## config.mk

```make
export PLATFORM = sky130hd
export DESIGN_NAME = fetch_stage
export DESIGN_NICKNAME = d
export VERILOG_FILES = /design/src/rtl/rv_pkg.sv /design/src/rtl/fetch_skid.sv /design/src/rtl/fetch_stage.sv
export SDC_FILE = /design/constraint.sdc
export NUM_CORES = 1
export LEC_CHECK = 0
export CAP_MARGIN = 15
export CORE_MARGIN = 10
export CORE_UTILIZATION = 45
export DETAILED_ROUTE_END_ITERATION = 7
export MAX_ROUTING_LAYER = met4
export PLACE_DENSITY = 0.7
export SYNTH_ARGS = -nofsm -noshare
export SYNTH_HDL_FRONTEND = slang
export SYNTH_SLANG_ARGS = --single-unit
```

## constraint.sdc

```tcl
create_clock -name clk -period 2.07 [get_ports clk]
set_input_delay 0.3105 -clock clk [delete_from_list [all_inputs] [get_ports clk]]
set_output_delay 0.3105 -clock clk [all_outputs]
set_load 0.005 [all_outputs]
```

## src/rtl/rv_pkg.sv

```systemverilog
// Shared RV32 pipeline definitions.
// Fetch FSM encoding, constants and IF/ID bundle.
package rv_pkg;

  localparam logic [31:0] RESET_PC_DEF = 32'h0000_0000;
  localparam logic [31:0] NOP_INSTR    = 32'h0000_0013;

  localparam logic [6:0] OP_LW    = 7'd3;
  localparam logic [6:0] OP_SW    = 7'd35;
  localparam logic [6:0] OP_RTYPE = 7'd51;
  localparam logic [6:0] OP_BTYPE = 7'd99;
  localparam logic [6:0] OP_ITYPE = 7'd19;
  localparam logic [6:0] OP_JAL   = 7'd111;

  typedef enum logic [1:0] {
    FETCH = 2'd0,
    HOLD  = 2'd1,
    DRAIN = 2'd2
  } fetch_state_e;

  typedef struct packed {
    logic [31:0] instr;
    logic [31:0] pc;
    logic [31:0] pc_plus4;
  } if_id_t;

  function automatic logic [31:0] align4(input logic [31:0] a);
    return {a[31:2], 2'b00};
  endfunction

endpackage

```

## src/rtl/fetch_skid.sv

```systemverilog
// One-entry skid buffer for a fetched word.
// Clear wins over load so a redirect always drops it.
module fetch_skid #(
  parameter int W = 96
) (
  input  logic         clk,
  input  logic         rst_n,
  input  logic         load,
  input  logic         clear,
  input  logic [W-1:0] din,
  output logic [W-1:0] dout,
  output logic         valid
);

  logic [W-1:0] data_q, data_d;
  logic         valid_q, valid_d;

  // next buffer contents
  always_comb begin
    data_d  = data_q;
    valid_d = valid_q;
    if (clear) begin
      data_d  = '0;
      valid_d = 1'b0;
    end else if (load) begin
      data_d  = din;
      valid_d = 1'b1;
    end
  end

  // buffer registers
  always_ff @(posedge clk or negedge rst_n) begin
    if (!rst_n) begin
      data_q  <= '0;
      valid_q <= 1'b0;
    end else begin
      data_q  <= data_d;
      valid_q <= valid_d;
    end
  end

  assign dout  = data_q;
  assign valid = valid_q;

endmodule

```

## src/rtl/fetch_stage.sv

```systemverilog
// Instruction fetch stage with IF/ID register.
// Handles stall skid, redirect and drain of in-flight fetch.
module fetch_stage
  import rv_pkg::*;
#(
  parameter logic [31:0] RESET_PC = RESET_PC_DEF
) (
  input  logic        clk,
  input  logic        rst_n,
  input  logic        pcSrc,
  input  logic [31:0] pcTarget,
  input  logic        stall,
  output logic        imemReq,
  output logic [31:0] imemAddr,
  input  logic        imemAck,
  input  logic [31:0] imemRdata,
  output logic        instrValid,
  output logic [31:0] instr,
  output logic [31:0] pcD,
  output logic [31:0] pcPlus4D,
  output logic        misaligned
);

  fetch_state_e state_q, state_d;
  logic [31:0]  pc_q, pc_d;
  logic [31:0]  tgt_q, tgt_d;
  if_id_t       ifid_q, ifid_d;
  logic         vld_q, vld_d;
  logic         mis_q, mis_d;

  logic         ack;
  logic [31:0]  pc_plus4f;
  logic [31:0]  tgt;
  logic         buf_load, buf_clr, buf_valid;
  if_id_t       buf_din, buf_dout;

  assign imemReq   = rst_n & (state_q != HOLD);
  assign imemAddr  = pc_q;
  assign ack       = imemAck & imemReq;
  assign pc_plus4f = pc_q + 32'd4;
  assign tgt       = align4(pcTarget);
  assign buf_din   = '{instr: imemRdata,
                       pc: pc_q,
                       pc_plus4: pc_plus4f};

  fetch_skid #(.W($bits(if_id_t))) u_skid (
    .clk   (clk),
    .rst_n (rst_n),
    .load  (buf_load),
    .clear (buf_clr),
    .din   (buf_din),
    .dout  (buf_dout),
    .valid (buf_valid)
  );

  // next state, fetch PC and IF/ID contents
  always_comb begin
    state_d  = state_q;
    pc_d     = pc_q;
    tgt_d    = tgt_q;
    ifid_d   = ifid_q;
    vld_d    = vld_q;
    mis_d    = 1'b0;
    buf_load = 1'b0;
    buf_clr  = 1'b0;
    if (pcSrc) begin
      mis_d        = |pcTarget[1:0];
      vld_d        = 1'b0;
      ifid_d.instr = NOP_INSTR;
      buf_clr      = 1'b1;
      unique case (state_q)
        FETCH: begin
          if (ack) begin
            pc_d = tgt;
          end else begin
            tgt_d   = tgt;
            state_d = DRAIN;
          end
        end
        HOLD: begin
          pc_d    = tgt;
          state_d = FETCH;
        end
        DRAIN: begin
          if (ack) begin
            pc_d    = tgt;
            state_d = FETCH;
          end else begin
            tgt_d = tgt;
          end
        end
        default: state_d = FETCH;
      endcase
    end else begin
      unique case (state_q)
        FETCH: begin
          if (ack && !stall) begin
            ifid_d = buf_din;
            vld_d  = 1'b1;
            pc_d   = pc_plus4f;
          end else if (ack) begin
            buf_load = 1'b1;
            pc_d     = pc_plus4f;
            state_d  = HOLD;
          end else if (!stall) begin
            vld_d        = 1'b0;
            ifid_d.instr = NOP_INSTR;
          end
        end
        HOLD: begin
          if (!stall) begin
            ifid_d  = buf_dout;
            vld_d   = buf_valid;
            buf_clr = 1'b1;
            state_d = FETCH;
            if (!buf_valid) ifid_d.instr = NOP_INSTR;
          end
        end
        DRAIN: begin
          if (ack) begin
            pc_d    = tgt_q;
            state_d = FETCH;
          end
        end
        default: state_d = FETCH;
      endcase
    end
  end

  // state and pipeline registers
  always_ff @(posedge clk or negedge rst_n) begin
    if (!rst_n) begin
      state_q <= FETCH;
      pc_q    <= RESET_PC;
      tgt_q   <= '0;
      ifid_q  <= '{instr: NOP_INSTR,
                   pc: '0,
                   pc_plus4: '0};
      vld_q   <= 1'b0;
      mis_q   <= 1'b0;
    end else begin
      state_q <= state_d;
      pc_q    <= pc_d;
      tgt_q   <= tgt_d;
      ifid_q  <= ifid_d;
      vld_q   <= vld_d;
      mis_q   <= mis_d;
    end
  end

  assign instrValid = vld_q;
  assign instr      = ifid_q.instr;
  assign pcD        = ifid_q.pc;
  assign pcPlus4D   = ifid_q.pc_plus4;
  assign misaligned = mis_q;

endmodule

```

# Word level (Yosys, flattened, before mapping)
# Cells that the tools add are included.
[word_totals] romBits=0 output_inout_bits=131 mem_count=0 ram_bits=0 latch_bits=0 word_cells=85 reg_bits=259
[op_classes] n_reduce_logical=14 shifts=0 order_cmp=0 n_bitwise=4 div=0 eq_ne=15 mux=41 n_addsub=1 multipliers=0
[op_table] cell="32-bit 2-to-1 mux" count=10
[op_table] cell="96-bit 2-to-1 mux" count=3
[op_table] cell="96-bit one-hot mux with 2 select lines" count=1
[op_table] cell="32-bit one-hot mux with 2 select lines" count=2
[op_table] cell="64-bit 2-to-1 mux" count=1
[op_table] cell="32-bit by 3-bit adder with 32-bit output, second input constant" count=1
[op_table] cell="1-bit 2-to-1 mux" count=15
[op_table] cell="3-bit != test, second input constant" count=5
[op_table] cell="2-bit 2-to-1 mux" count=6
[op_table] cell="4-bit != test, second input constant" count=3
[op_table] cell="4-bit AND reduction" count=3
[op_table] cell="3-bit by 2-bit != test with 1-bit output, second input constant" count=2
[op_table] cell="2-bit one-hot mux with 3 select lines" count=1
[op_table] cell="3-bit nonzero test" count=2
[op_table] cell="5-bit AND reduction" count=1
[op_table] cell="2-bit != test, second input constant" count=2
[op_table] cell="2-bit one-hot mux with 2 select lines" count=1
[op_table] cell="2-bit nonzero test" count=2
[op_table] cell="2-bit OR reduction" count=2
[op_table] cell="3-bit AND reduction" count=1
[op_table] cell="1-bit bitwise AND" count=2
[op_table] cell="2-bit by 1-bit equality test with 1-bit output, second input constant" count=1
[op_table] cell="2-bit equality test, second input constant" count=1
[op_table] cell="2-bit zero test" count=1
[op_table] cell="5 further kinds" count=6

# Logic depth before layout (Yosys ltp)
# Gate-level depths: netlist (run 1).
[depth] word_depth=9 ltp_mapped=8 ltp_nobuf=6

# Cells and area by module
# A second synthesis (run 1) with hierarchy kept.
[unflattened] hier_cells=1250 area_unflattened_um2=12281.8
[by_module_without_submodules] mod="fetch_stage" cells_each=937 seq_area_each_um2=4007.6 n_inst=1 area_per_inst_um2=8365.5
[by_module_without_submodules] mod="fetch_skid" cells_each=313 seq_area_each_um2=2427.3 n_inst=1 area_per_inst_um2=3916.3

# Worst setup path before layout (run 1)
# OpenSTA, ideal clock, no wires.
[synth_path] kind="flip-flop to flip-flop" startpoint="reg pc_q[2], in the netlist imemAddr[2]" endpoint="reg pc_q[30], in the netlist imemAddr[30]" path_slack_ns=0.244 path_stages_with_launch=8 required_time_ns=1.943 synth_period_minus_slack_ns=1.826 arrival_time_ns=1.699 path_cell_list="dfrtp_1 -> ha_1 -> and3_2 -> and3_1 -> buf_4 -> nand3_1 -> o31ai_1 -> o2bb2a_1"
[synth_between] elab_chain_len=5
[synth_lines] item="start, declared" line_no="fetch_stage.sv:25" source="logic [31:0] pc_q, pc_d;"
[synth_lines] item="start signal, assigned" line_no="fetch_stage.sv:143" source="pc_q <= pc_d;"
[synth_lines] item="32-bit by 3-bit adder with 32-bit output (*)" line_no="fetch_stage.sv:40" source="assign pc_plus4f = pc_q + 32'd4;"
[synth_lines] item="32-bit 2-to-1 mux" line_no="fetch_stage.sv:101" source="end else if (ack) begin"
[synth_lines] item="32-bit 2-to-1 mux (*)" line_no="fetch_stage.sv:97" source="if (ack && !stall) begin"
[synth_lines] item="32-bit one-hot mux with 2 select lines (*)" line_no="fetch_stage.sv:95" source="unique case (state_q)"
[synth_lines] item="32-bit 2-to-1 mux (*)" line_no="fetch_stage.sv:66" source="if (pcSrc) begin"
# Every way passes the cells marked *; elsewhere a longest branch is shown, timed or not. The select of a mux whose other input is x is not followed.
# A chain may end at the register's enable or synchronous reset.

# Worst setup path after layout (run 1)
[layout_path] startpoint="reg pc_q[19], in the netlist imemAddr[19]" endpoint="out imemAddr[19]"
[layout_rtl] item="end, declared" line_no="fetch_stage.sv:14" source="output logic [31:0] imemAddr,"
# No word-level cell between the ends.

==> results.py, run 1 <==
metrics = {
    "sta": {
        "skew_ps": 10.1,
        "finalCritPeriodShare_pct": 98.5,
        "fmax_ghz": 0.491,
        "final.setup.tns_ps": 0,
        "setup_viol_count_final": 0,
        "period_needed_ps": 2040,
        "tightest_slew_ps": 701,
        "max_slew_margin_pct": 53.3,
        "finalHoldViolations": 0,
        "layout_setup_ws_ps": 32.1,
        "maxSlewViolCount": 0,
        "rsz0062_at_grt": "no",
    },
    "pwr": {
        "p_seq_share_pct": 41.1,
        "ir_drop_v": 0.000545,
        "swShare_pct": 28.6,
        "p_clk_share_pct": 33.6,
        "p_int_mw": 10.6,
        "p_comb_share_pct": 25.3,
        "power_mw": 14.8,
        "switchingPower_mw": 4.25,
        "p_leak_nw": 6.62,
        "power_density_nw_per_um2": 976,
    },
    "yosys": {
        "ys_top_cells_by_count": "246 x dfrtp_1, 123 x nand2_1, 100 x nor2_1",
        "ys.flop_type": "dfrtp_1",
        "yosysMostFrequentCell": "dfrtp_1",
        "ys_warn_count": 0,
        "synth_seq_area_share_pct": 53.7,
        "synth_seq_cells": 249,
        "synth_area_leaders": "dfrtp_1 53%, a22o_1 5.8%, nand2_1 4.0%",
        "synth_edf_count": 0,
        "async_flop_share_pct": 100,
        "yosysTopAreaCell": "dfrtp_1",
        "postSynthAreaPerCell_um2": 10.2,
        "netlist_instances": 1140,
        "yosys.area.top_type_share_pct": 53.0,
        "synth_area_um2": 11600,
        "ys_types": 67,
    },
    "outcome": {
        "outcome": "completed",
    },
    "hold_path": {
        "whs_path_depth": 3,
        "holdCritPathClass": "in -> reg",
    },
    "floorplanning": {
        "die_h_um": 181,
        "row_count": 58,
        "design.die.area_um2": 32600,
        "coreArea_um2": 25300,
        "boundaryPins": 200,
        "start_util_pct": 45.9,
        "fp.dieW_um": 181,
    },
    "routing": {
        "drtIter0Drc": 897,
        "drc": 0,
        "avgViaCountPerCell": 5.75,
        "vias": 9691,
        "drtPass1Iterations": 5,
        "finalWirelength_um": 35300,
        "antenna_left": 0,
        "post_drt_wl_per_cell_um": 21.0,
    },
    "place": {
        "io_buffers": 193,
        "place_inst": 1633,
        "dpl_worst_slack_ps": -23.3,
        "finalWeightedCongestion": 0.873,
        "hpwl_um": 24500,
    },
    "global_routing": {
        "gr-total-overflow": 0,
        "grt_pass1_vias": 9509,
        "grt_usage_pct": 21.4,
        "grt_max_degree": 125,
        "grt_pass1_wl_um": 55900,
        "antenna_found_initial": 1,
    },
    "final_layout": {
        "nNetsFinal": 1404,
        "drive_above_1_share_pct": 14.3,
        "area_growth_pct": 31.0,
        "instances_no_fill": 1684,
    },
    "cts": {
        "tritoncts": "done",
        "clock-root-buffer": "clkbuf_16",
        "cts.clk_slew.worst_paths_ps": 60,
        "clk_path_buf_depth": 3,
        "clk_latency_ps": 530,
        "cts-buffers-inserted": 27,
        "cts_htree_levels": 1,
        "cts_sinks": 249,
    },
    "critical_path": {
        "crit_arrival_ps": 1730,
        "required_ps": 1760,
        "startpoint_type": "flip-flop",
        "cp_max_fo": 6,
        "end_kind": "output port",
        "r2r_cells": 6,
        "crit_type": "reg -> out",
    },
    "job": {
        "cap_violations": 0,
    },
}
## sequential cells by signal, indices dropped and copies added, names as in the netlist
signal	count
imemAddr	30
instr	32
instrValid	1
misaligned	1
pcD	30
pcPlus4D	30
state_q	2
tgt_q	30
u_skid.dout	92
u_skid.valid	1
## cells by family (layout without fill, tap and decap cells)
kind of cell    Yosys count  in the layout  share of synthesized area [%]
fa+ha+maj                 1              1                          0.108
compound gates          324            324                           19.8
other cells               1              7                         0.0323
simple gates            382            382                           16.2
xor+xnor                 22             22                           1.66
flops                   249            249                           53.7
buf+inv                 125            333                           5.16
mux                      36             36                           3.36
## cell usage in the layout (no fill, tap or decap), types with 5 or more instances in the layout
cell type	count
dfrtp_1	242
clkdlybuf4s50_1	190
nand2_1	123
nor2_1	98
a22o_1	77
buf_4	67
nor3_1	51
a21oi_1	51
o21ai_0	50
a31oi_1	39
a221oi_1	30
clkbuf_16	27
nand3_1	24
mux2_2	24
and3_1	16
buf_12	15
o2bb2ai_1	14
mux2i_1	12
xnor2_1	11
clkbuf_8	11
inv_1	10
xor2_1	10
o21ai_1	9
nand2b_1	9
o31ai_1	7
nand4_1	6
o2bb2a_1	6
conb_1	6
and3_4	5
nor4_1	5
or2_1	5
o22a_1	5
## routing by layer
metal  share of wire [%]  vias up  global-route usage [%]
met1                  45     4729                    29.5
met3                 7.1       57                    3.98
li1                    -     4515                       -
met4                 2.6        0                    6.82
met5                   0        -                       -
met2                  46      390                    31.3
## critical path: stages (launching register included)
cell and delay [ps]:
dfrtp_1 490, buf_4 200, clkdlybuf4s50_1 510
## final timing paths
kind                                     startpoint  slack (ps)                     endpoint
max in group asynchronous                     rst_n         990  u_skid.dout[93]$_DFFE_PN0P_
hold / removal                                pcSrc         140       state_q[1]$_DFFE_PN0P_
min in group asynchronous                     rst_n         170  u_skid.dout[45]$_DFFE_PN0P_
setup reg to reg            imemAddr[4]$_DFFE_PN0P_         110  u_skid.dout[19]$_DFFE_PN0P_
hold reg to reg            pcPlus4D[23]$_DFFE_PN0P_         480     pcPlus4D[23]$_DFFE_PN0P_
setup / recovery           imemAddr[19]$_DFFE_PN0P_          30                 imemAddr[19]
## layout make-up
type / count / area (µm²)
Antenna cell: 1 / 2.50
Clock inverter: 7 / 88.8
Sequential cell: 249 / 6240
Clock buffer: 41 / 838
Timing Repair Buffer: 275 / 2740
Fill cell: 2072 / 10100
Inverter: 10 / 37.5
Multi-Input combinational cell: 771 / 4860
Tap cell: 330 / 413
## per-stage QoR
| stage | hold WS [ps] | instance area, µm² | utilization [%] |
|---|---|---|---|
| after floorplan | 14.9 | 11600 | - |
| after global placement | 129 | 14300 | 56.3 |
| after detailed placement | 129 | 14300 | 56.3 |
| after CTS | 120 | 15200 | 60.0 |
| after global routing | 128 | 15200 | 60.1 |
| final | 140 | 15200 | 60.1 |
## timing repair
action                     in CTS  in global routing
hold buffers                    1                  0
buffers inserted                1                  0
setup endpoints to repair       2                 11
gates resized for setup         5                  5
hold endpoints to repair       77                  0
## power by group through the flow
stage	logic (mW)	clock network [mW]	registers [mW]
4_1_cts	3.79	5.06	6.10
3_3_place_gp	3.71	0	6.16
2_1_floorplan	1.48	0	6.14
6_report	3.76	4.99	6.10
5_1_grt	4.10	5.25	6.18
3_5_place_dp	3.76	0	6.18
No activity file was read; power rests on OpenSTA's default activity.
==> run 2, diff against run 1 <==
--- a/config.mk
+++ b/config.mk
@@ -11,6 +11,7 @@
 export DETAILED_ROUTE_END_ITERATION = 7
 export MAX_ROUTING_LAYER = met4
 export PLACE_DENSITY = 0.7
+export REMOVE_ABC_BUFFERS = 1
 export SYNTH_ARGS = -nofsm -noshare
 export SYNTH_HDL_FRONTEND = slang
 export SYNTH_SLANG_ARGS = --single-unit
==> constraint.sdc (replaced) <==
create_clock -name clk -period 2.07 [get_ports clk]
set_input_delay 0.207 -clock clk [delete_from_list [all_inputs] [get_ports clk]]
set_output_delay 0.207 -clock clk [all_outputs]
set_load 0.005 [all_outputs]
==> results.py, run 2 (same netlist as run 1, synthesis figures left out) <==
metrics = {
    "sta": {
        "maxSlewViolCount": 0,
        "layout_setup_ws_ps": 82.4,
        "period_needed_ps": 1990,
        "setup_viol_count_final": 0,
        "rsz0062_at_grt": "no",
        "hold_slack_ps": 158,
        "fmax_ghz": 0.503,
        "max_slew_margin_pct": 55.1,
        "tightest_slew_ps": 673,
        "finalHoldViolations": 0,
        "finalCritPeriodShare_pct": 96.0,
        "skew_ps": 14.1,
    },
    "pwr": {
        "p_leak_nw": 6.55,
        "power_density_nw_per_um2": 969,
        "ir_drop_v": 0.000744,
        "power_mw": 14.6,
    },
    "final_layout": {
        "final_common_cell": "dfrtp_1",
        "regArea_um2": 6240,
        "largest_reg_flops": 92,
        "area_growth_pct": 30.1,
        "nFillCells": 2077,
        "drive_above_1_share_pct": 13.3,
        "diodes": 0,
        "nNetsFinal": 1398,
        "instances_no_fill": 1676,
        "multi_input_area_um2": 4860,
        "mostFrequentLayoutCells": "245 x dfrtp_1, 190 x clkdlybuf4s50_1, 123 x nand2_1, 98 x nor2_1, 77 x a22o_1",
    },
    "cts": {
        "clock-root-buffer": "clkbuf_16",
        "cts-buffers-inserted": 27,
        "cts_htree_levels": 1,
        "tritoncts": "done",
        "clk_path_buf_depth": 3,
        "cts.clk_slew.worst_paths_ps": 60,
        "cts_sinks": 249,
        "clk_latency_ps": 540,
    },
    "global_routing": {
        "grt_pass1_vias": 9834,
        "antenna_found_initial": 0,
        "gr-total-overflow": 0,
        "grt_usage_pct": 21.5,
        "grt_max_degree": 122,
        "grt_pass1_wl_um": 56900,
    },
    "routing": {
        "post_drt_wl_per_cell_um": 20.9,
        "wl_met3_um": 2250,
        "drtIter0Drc": 1156,
        "finalWirelength_um": 35000,
        "antenna_left": 0,
        "avgViaCountPerCell": 5.90,
        "vias": 9887,
        "drc": 0,
        "topRoutingLayerUsed": "met4",
        "drtPass1Iterations": 5,
        "met2_wirelength_um": 16200,
        "wl_met1_um": 16100,
    },
    "floorplanning": {
        "start_util_pct": 45.9,
        "coreArea_um2": 25300,
        "design.die.area_um2": 32600,
        "die_h_um": 181,
        "fp.dieW_um": 181,
        "row_count": 58,
        "boundaryPins": 200,
    },
    "place": {
        "dpl_worst_slack_ps": 1.61,
        "finalWeightedCongestion": 0.841,
        "io_buffers": 193,
        "place_inst": 1624,
        "hpwl_um": 23200,
    },
    "critical_path": {
        "cp_cell_sequence": "buf_4 > clkdlybuf4s50_1",
        "slowest_delay_ps": 520,
        "crit_arrival_ps": 1780,
        "cp_top_family": "buffers and inverters",
        "critPathBufInv": 2,
        "required_ps": 1860,
        "cp_max_fo": 7,
        "end_kind": "output port",
        "crit_slowest_cell": "clkdlybuf4s50_1",
        "startpoint_type": "flip-flop",
        "crit_type": "reg -> out",
    },
    "outcome": {
        "outcome": "completed",
    },
    "hold_path": {
        "holdCritPathClass": "in -> async",
    },
    "job": {
        "cap_violations": 0,
    },
}
## run 2: cell types whose count changed in the layout (fill, tap and decap cells not counted), moves of 2 or more
cell	change
clkbuf_8	-10
bufinv_16	+2
dfrtp_2	-3
clkinvlp_4	+3
buf_4	-6
clkbuf_1	+4
dfrtp_1	+3
## run 2: timing repair
item | 4_1_cts | 5_1_grt
setup endpoints to repair | 1 | 9
gates resized for setup | 2 | 4
endpoints found under the hold margin | 51 | 0
hold buffers | 2 | 0
buffers inserted | 1 | 2
## run 2: power breakdown
group	switching (mW)	leakage, nW	total, mW	internal [mW]
Sequential	0.490	3.18	6.07	5.58
Combinational	1.70	2.94	3.67	1.97
Clock	1.97	0.425	4.90	2.93
## run 2: per-stage QoR
stage,TNS (ps),cell area [µm²],util (%)
floorplan,-446960,11100,-
global placement,0,14200,56.0
CTS,0,15100,59.6
finish,0,15100,59.7
global route,0,15100,59.7
detailed placement,0,14200,56.0
## run 2: path summary, 6_finish.rpt
kind / start / slack (ps) / to / depth (start not counted)
min: rst_n / 160 / pcPlus4D[17]$_DFFE_PN0P_ / 2
max reg2reg: imemAddr[2]$_DFFE_PN0P_ / 130 / imemAddr[22]$_DFFE_PN0P_ / 6
max in group asynchronous: rst_n / 450 / tgt_q[9]$_DFFE_PN0P_ / 4
min in group clk: pcTarget[21] / 260 / tgt_q[21]$_DFFE_PN0P_ / 3
min reg2reg: pcPlus4D[27]$_DFFE_PN0P_ / 470 / pcPlus4D[27]$_DFFE_PN0P_ / 2
max: imemAddr[9]$_DFFE_PN0P_ / 80 / imemAddr[9] / 2
## run 2: cell type report
type / count / area share (%)
clock buffer: 35 / 4.74
tap: 330 / 2.73
timing repair buffer: 269 / 17.8
clock inverter: 12 / 1.13
sequential: 249 / 41.3
multi-input combinational: 771 / 32.1
inverter: 10 / 0.248
## run 2: metal layers
layer	track usage (%)	vias to the layer above
li1	-	4493
met1	29.8	4969
met5	-	-
met4	3.87	0
met2	32.6	389
met3	3.82	36
## run 2: worst reg2reg max path: stages (launching register included)
cell and delay, ps:
dfrtp_1 380, ha_1 210, and3_4 250, nand3_4 200, or3_1 430, o21ai_1 140
o2bb2a_1 220
==> patch 1, RTL diff (flow settings as in run 1) <==
Encoding of `fetch_state_e`: now one-hot (3 bits for 3 states).
--- a/src/rtl/rv_pkg.sv
+++ b/src/rtl/rv_pkg.sv
@@ -12,10 +12,10 @@
   localparam logic [6:0] OP_ITYPE = 7'd19;
   localparam logic [6:0] OP_JAL   = 7'd111;
 
-  typedef enum logic [1:0] {
-    FETCH = 2'd0,
-    HOLD  = 2'd1,
-    DRAIN = 2'd2
+  typedef enum logic [2:0] {
+    FETCH = 3'b001,
+    HOLD  = 3'b010,
+    DRAIN = 3'b100
   } fetch_state_e;
 
   typedef struct packed {
Behaviour: same outputs for any inputs over 4 cycles, from zero or initial values and one cycle with rst_n low; so few cycles prove little.
==> patch 1 against run 1 <==
Non-clock buffer count increased by 18. Total power rose by 28%. Synthesized area fell by 0.33%. Worst setup slack worse by 0.016 ns. Critical path depth unchanged. Cell area grew 1.4%. Synthesized cell count increased by 1.1%. Global-route usage decreased by 0.095 points. Sequential cell count grew 1. First-iteration DRC count increased by 20%. Register-to-register slack worse by 0.08 ns. Critical endpoint is now imemAddr[10]. Wire length barely moved.
==> patch 1: results (changes against run 1) <==
Routing
  • DRT iter0 DRCs: 1,080 (+20%)
  • Vias per inst: 5.67 (-1.5%)
  • DRT Pass-1 Iters: 6 (+1)
  • WL/cell: 20.5 µm (-2.2%)
  • Residual DRC: 0 (unchanged)

Final layout
  • Filler Cell Count: 2,075 (+0.14%)
  • Post-route insts no fill: 1,721 (+2.2%)
  • NumNets Final: 1,442 (+2.7%)
  • Layout cells sized above 1: 0.158 (+0.0156)

Critical path
  • Worst reg2reg path startpoint: state_q[1]
  • Worst path arrival time: 1.74 ns
  • Largest fanout on the critical path: 6 (unchanged)
  • RR Endpoint: instr[3]
  • Setup slack, reg-to-reg: 0.03 ns (-0.08 ns)
  • R2R cell count: 8 (+2)
  • Critical Path Start: imemAddr[10]

Synth
  • Post-Synthesis Cells: 1,152 (+1.1%)
  • Asr flop ratio synth: 1.00 (unchanged)
  • Synth top area cells: dfrtp_1, nand2_1, a22o_1
  • Warnings from Yosys: 0 (unchanged)
  • Seq/Total Area, Yosys: 0.541 (+0.00407)
  • Netlist cell types: 68 (+1.5%)
  • Commonest cells post-synth: dfrtp_1, nand2_1, o21ai_0

Clocking
  • Post-cts hold buffer count: 1 (unchanged)
  • CTS buffer count: 27 (unchanged)
  • Clk Latency, worst-skew pair: 0.53 ns (about the same)
  • CTS max path bufs: 3 (unchanged)
  • Setup Buffers After CTS: 4 (+3)
  • Post-cts sizing count: 6 (+1)
  • H-tree depth: 1 (unchanged)
  • Clk slew on worst S/H paths: 0.06 ns (about the same)

Power
  • Worst VDD drop: 740 µV (+36%)
  • Static leakage: 6.66 nW (+0.66%)
  • Flop pwr share: 0.380 (-0.031)
  • Int Power: 12.9 mW (+21%)

Worst hold path
  • Hold path start: pcSrc
  • Min-Delay Path Class: primary input to flop
  • Hold Path Sink: imemAddr[3]
  • Hold path depth: 3 (unchanged)

Placement
  • Placed cell count: 1,668 (+2.1%)
  • DP Wirelength: 25,000 µm (+2.0%)
  • Dpl ws: -0.0550 ns (-0.0317 ns)
  • Final GP Congestion: 0.901 (+3.1%)
  • IO Port Bufs: 193 (unchanged)
  • Placed cell area: 0.0144 mm² (+0.83%)

Global routing
  • Number of global-route vias before repair: 9,657 (+1.6%)
  • Initial antenna violation count: 1 (unchanged)
  • Maximum number of pins on one net before global-route repair: 149 (+19%)
  • First-pass GRT wire length: 55,600 µm (-0.51%)
  • Aggregate global-route resource usage: 0.213 (-0.000950)

STA
  • Final hold slack: 0.262 ns (+0.122 ns)
  • Slew @ Worst Pin: 0.854 ns (+0.154 ns)
  • Clk_skew: 0.0181 ns (+0.00794 ns)
  • Setup tns final: 0 ns (unchanged)

Outcome
  • Status: finished, final reports clean
[patch 1: power by group through the flow]
stage / Clock [mW] / Sequential (mW) / Combinational (mW)
2_1_floorplan: 0 / 7.11 / 2.89
3_3_place_gp: 0 / 7.26 / 6.42
3_5_place_dp: 0 / 7.32 / 6.54
4_1_cts: 5.24 / 7.23 / 6.62
5_1_grt: 5.45 / 7.41 / 7.22
6_report: 5.17 / 7.25 / 6.64
[patch 1: layout make-up]
type / count / area (µm²) / area share
Tap cell: 330 / 413 / 0.0268
Sequential cell: 250 / 6260 / 0.406
Clock inverter: 8 / 140 / 0.00908
Timing Repair Buffer: 293 / 2880 / 0.187
Multi-Input combinational cell: 791 / 4870 / 0.316
Inverter: 9 / 33.8 / 0.00219
Antenna cell: 1 / 2.50 / 0.000162
Clock buffer: 39 / 821 / 0.0532
[patch 1: kinds of logic after synthesis]
kind of cell	count (synthesis)	share of synthesized area
AO/OA/AOI/OAI	336	0.186
AND/OR/NAND/NOR	363	0.151
flip-flops	250	0.541
multiplexers	57	0.0525
other	1	0.000324
adder cells (fa/ha/maj)	1	0.00108
buffers and inverters	116	0.0473
XOR/XNOR	28	0.0212
[patch 1: worst max-delay path: stages, from the launching register on]
cell             delay, ns
dfrtp_1               0.48
buf_4                 0.22
clkdlybuf4s50_1       0.52
[patch 1: worst max path at each step]
| stage | slack [ns] | endpoint |
|---|---|---|
| after floorplan | 0.22 | imemReq |
| after global placement | -0.005 | instr[21] |
| after detailed placement | -0.05 | instr[15] |
| after CTS | 0.01 | imemReq |
| after global routing | 0.002 | imemAddr[31] |
| final | 0.02 | imemAddr[10] |
[patch 1: layer usage]
metal  track usage  routed length, µm
met5             -                  0
met4        0.0515                578
met2         0.311              16100
met1         0.303              16300
met3        0.0339               2370
==> patch 2, RTL diff (settings of run 1) <==
Made on the original files. Take the reset off `data_q` and load it in a clocked block of its own.
--- a/src/rtl/fetch_skid.sv
+++ b/src/rtl/fetch_skid.sv
@@ -31,12 +31,14 @@
   // buffer registers
   always_ff @(posedge clk or negedge rst_n) begin
     if (!rst_n) begin
-      data_q  <= '0;
       valid_q <= 1'b0;
     end else begin
-      data_q  <= data_d;
       valid_q <= valid_d;
     end
+  end
+
+  always_ff @(posedge clk) begin
+    data_q <= data_d;
   end
 
   assign dout  = data_q;
Function: same outputs for any inputs over 4 cycles, from zero or initial values and one cycle with rst_n low; that may be too few to reach the edited logic, so the function may still have changed.
==> patch 2 against run 1 <==
Sequential share of layout area is 3.1 points lower. Hold slack improved by 0.16 ns. Sequential cell count stayed put. Synthesized area down 2.3%. Cell area hardly changed. Die area shrank 2.0%. Worst setup slack lost 0.031 ns. Maximum frequency down 1.5%. Wire length increased by 5.2%. Cell count up 12%. Total power up 0.64%. Largest power group unchanged.
==> patch 2: results (changes against run 1) <==
Routing
  • Met2 wire length: 17,100 µm (+6.5%)
  • DR vias: 10,600 (+9.3%)
  • Met1 Wirelength: 15,600 µm (-1.0%)
  • DRT iter0 DRCs: 1,048 (+17%)
  • Total Wirelength: 37,100 µm (+5.2%)
  • WL/cell: 19.7 µm (-5.9%)
  • Met3 wire length: 3350 µm (+33%)

Synth
  • Synth top area cells: dfrtp_1, dfxtp_1, nand2_1
  • Seq/Total Area, Yosys: 0.508 (-0.0282)
  • Asr flop ratio synth: 0.631 (-0.369)
  • Post-Syn Area per Cell: 8.68 µm² (-15%)
  • Commonest cells post-synth: nand2_1, dfrtp_1, a21oi_1

Clocking
  • Clk Latency, worst-skew pair: 0.55 ns (+0.02 ns)
  • CTS buffer count: 28 (+3.7%)
  • Post-cts sizing count: 7 (+2)
  • Setup Buffers After CTS: 0 (-1)

Power
  • Post-layout power: 14.9 mW (+0.64%)
  • Combinational Power: 3.90 mW (+4%)
  • Worst VDD drop: 542 µV (-0.58%)

Global routing
  • Met2 usage: 0.363 (+0.0505)
  • Number of global-route vias before repair: 10,200 (+7.7%)
  • Maximum number of pins on one net before global-route repair: 58 (-54%)
  • First-pass GRT wire length: 58,100 µm (+3.9%)
  • Aggregate global-route resource usage: 0.232 (+0.0184)

Final layout
  • Antenna Cells: 0 (-1)
  • NumNets Final: 1,601 (+14%)
  • Filler Cell Count: 2,184 (+5.4%)
  • Layout cells sized above 1: 0.147 (+0.00417)

Critical path
  • Worst path arrival time: 2.53 ns (+0.80 ns)
  • Largest fanout on the critical path: 5 (-1)

STA
  • Clk_skew: 0.0161 ns (+0.00599 ns)

Outcome
  • Status: finished, final reports clean

Placement
  • Placed cell count: 1,830 (+12%)
  • DP Wirelength: 26,400 µm (+7.7%)
## patch 2: cell families (layout without fill, tap and decap cells)
group / Yosys count / count (layout) / synth area share
adder cells (fa/ha/maj): 1 / 1 / 0.00110
AO/OA/AOI/OAI: 381 / 381 / 0.198
buffers and inverters: 136 / 375 / 0.0574
AND/OR/NAND/NOR: 493 / 493 / 0.192
XOR/XNOR: 21 / 21 / 0.0162
other: 1 / 6 / 0.000330
multiplexers: 27 / 27 / 0.0267
flip-flops: 249 / 249 / 0.508
## patch 2: final cells by class
class | instances | area, µm² | area share
clock buffers | 45 | 876 | 0.0575
flip-flops and latches | 249 | 5780 | 0.379
well taps | 330 | 413 | 0.0271
inverters | 12 | 45.0 | 0.00296
clock inverters | 7 | 63.8 | 0.00419
repair buffers | 311 | 3010 | 0.197
multi-input cells | 929 | 5050 | 0.331
## patch 2: path summary, 6_finish.rpt
check,end,cells past startpoint,start,slack (ns)
min in group asynchronous,pcPlus4D[15],3,rst_n,0.39
worst max register to register,pcPlus4D[31],7,imemAddr[9],0.002
worst min register to register,u_skid.dout[9],2,u_skid.dout[9],0.45
worst max-delay path,pcPlus4D[31],7,imemAddr[9],0.002
max in group asynchronous,imemAddr[31],4,rst_n,0.58
worst min-delay path,state_q[1],3,pcSrc,0.30
## patch 2: metrics by stage
step / worst slack (ns) / hold WS (ns) / util
finish: 0.00156 / 0.300 / 0.608
CTS: 0.00979 / 0.276 / 0.607
floorplan: 0.00259 / 0.0149 / -
global placement: -0.0206 / 0.398 / 0.568
global route: -0.0172 / 0.311 / 0.608
detailed placement: -0.00924 / 0.400 / 0.568
## patch 2: worst max-delay path, cell delays in order, from the launching register on
cell and delay (ns):
dfrtp_1 0.38, buf_4 0.19, and4_1 0.23, nand4_1 0.17
or4_4 0.53, xor2_2 0.18, buf_4 0.15, o22ai_1 0.15
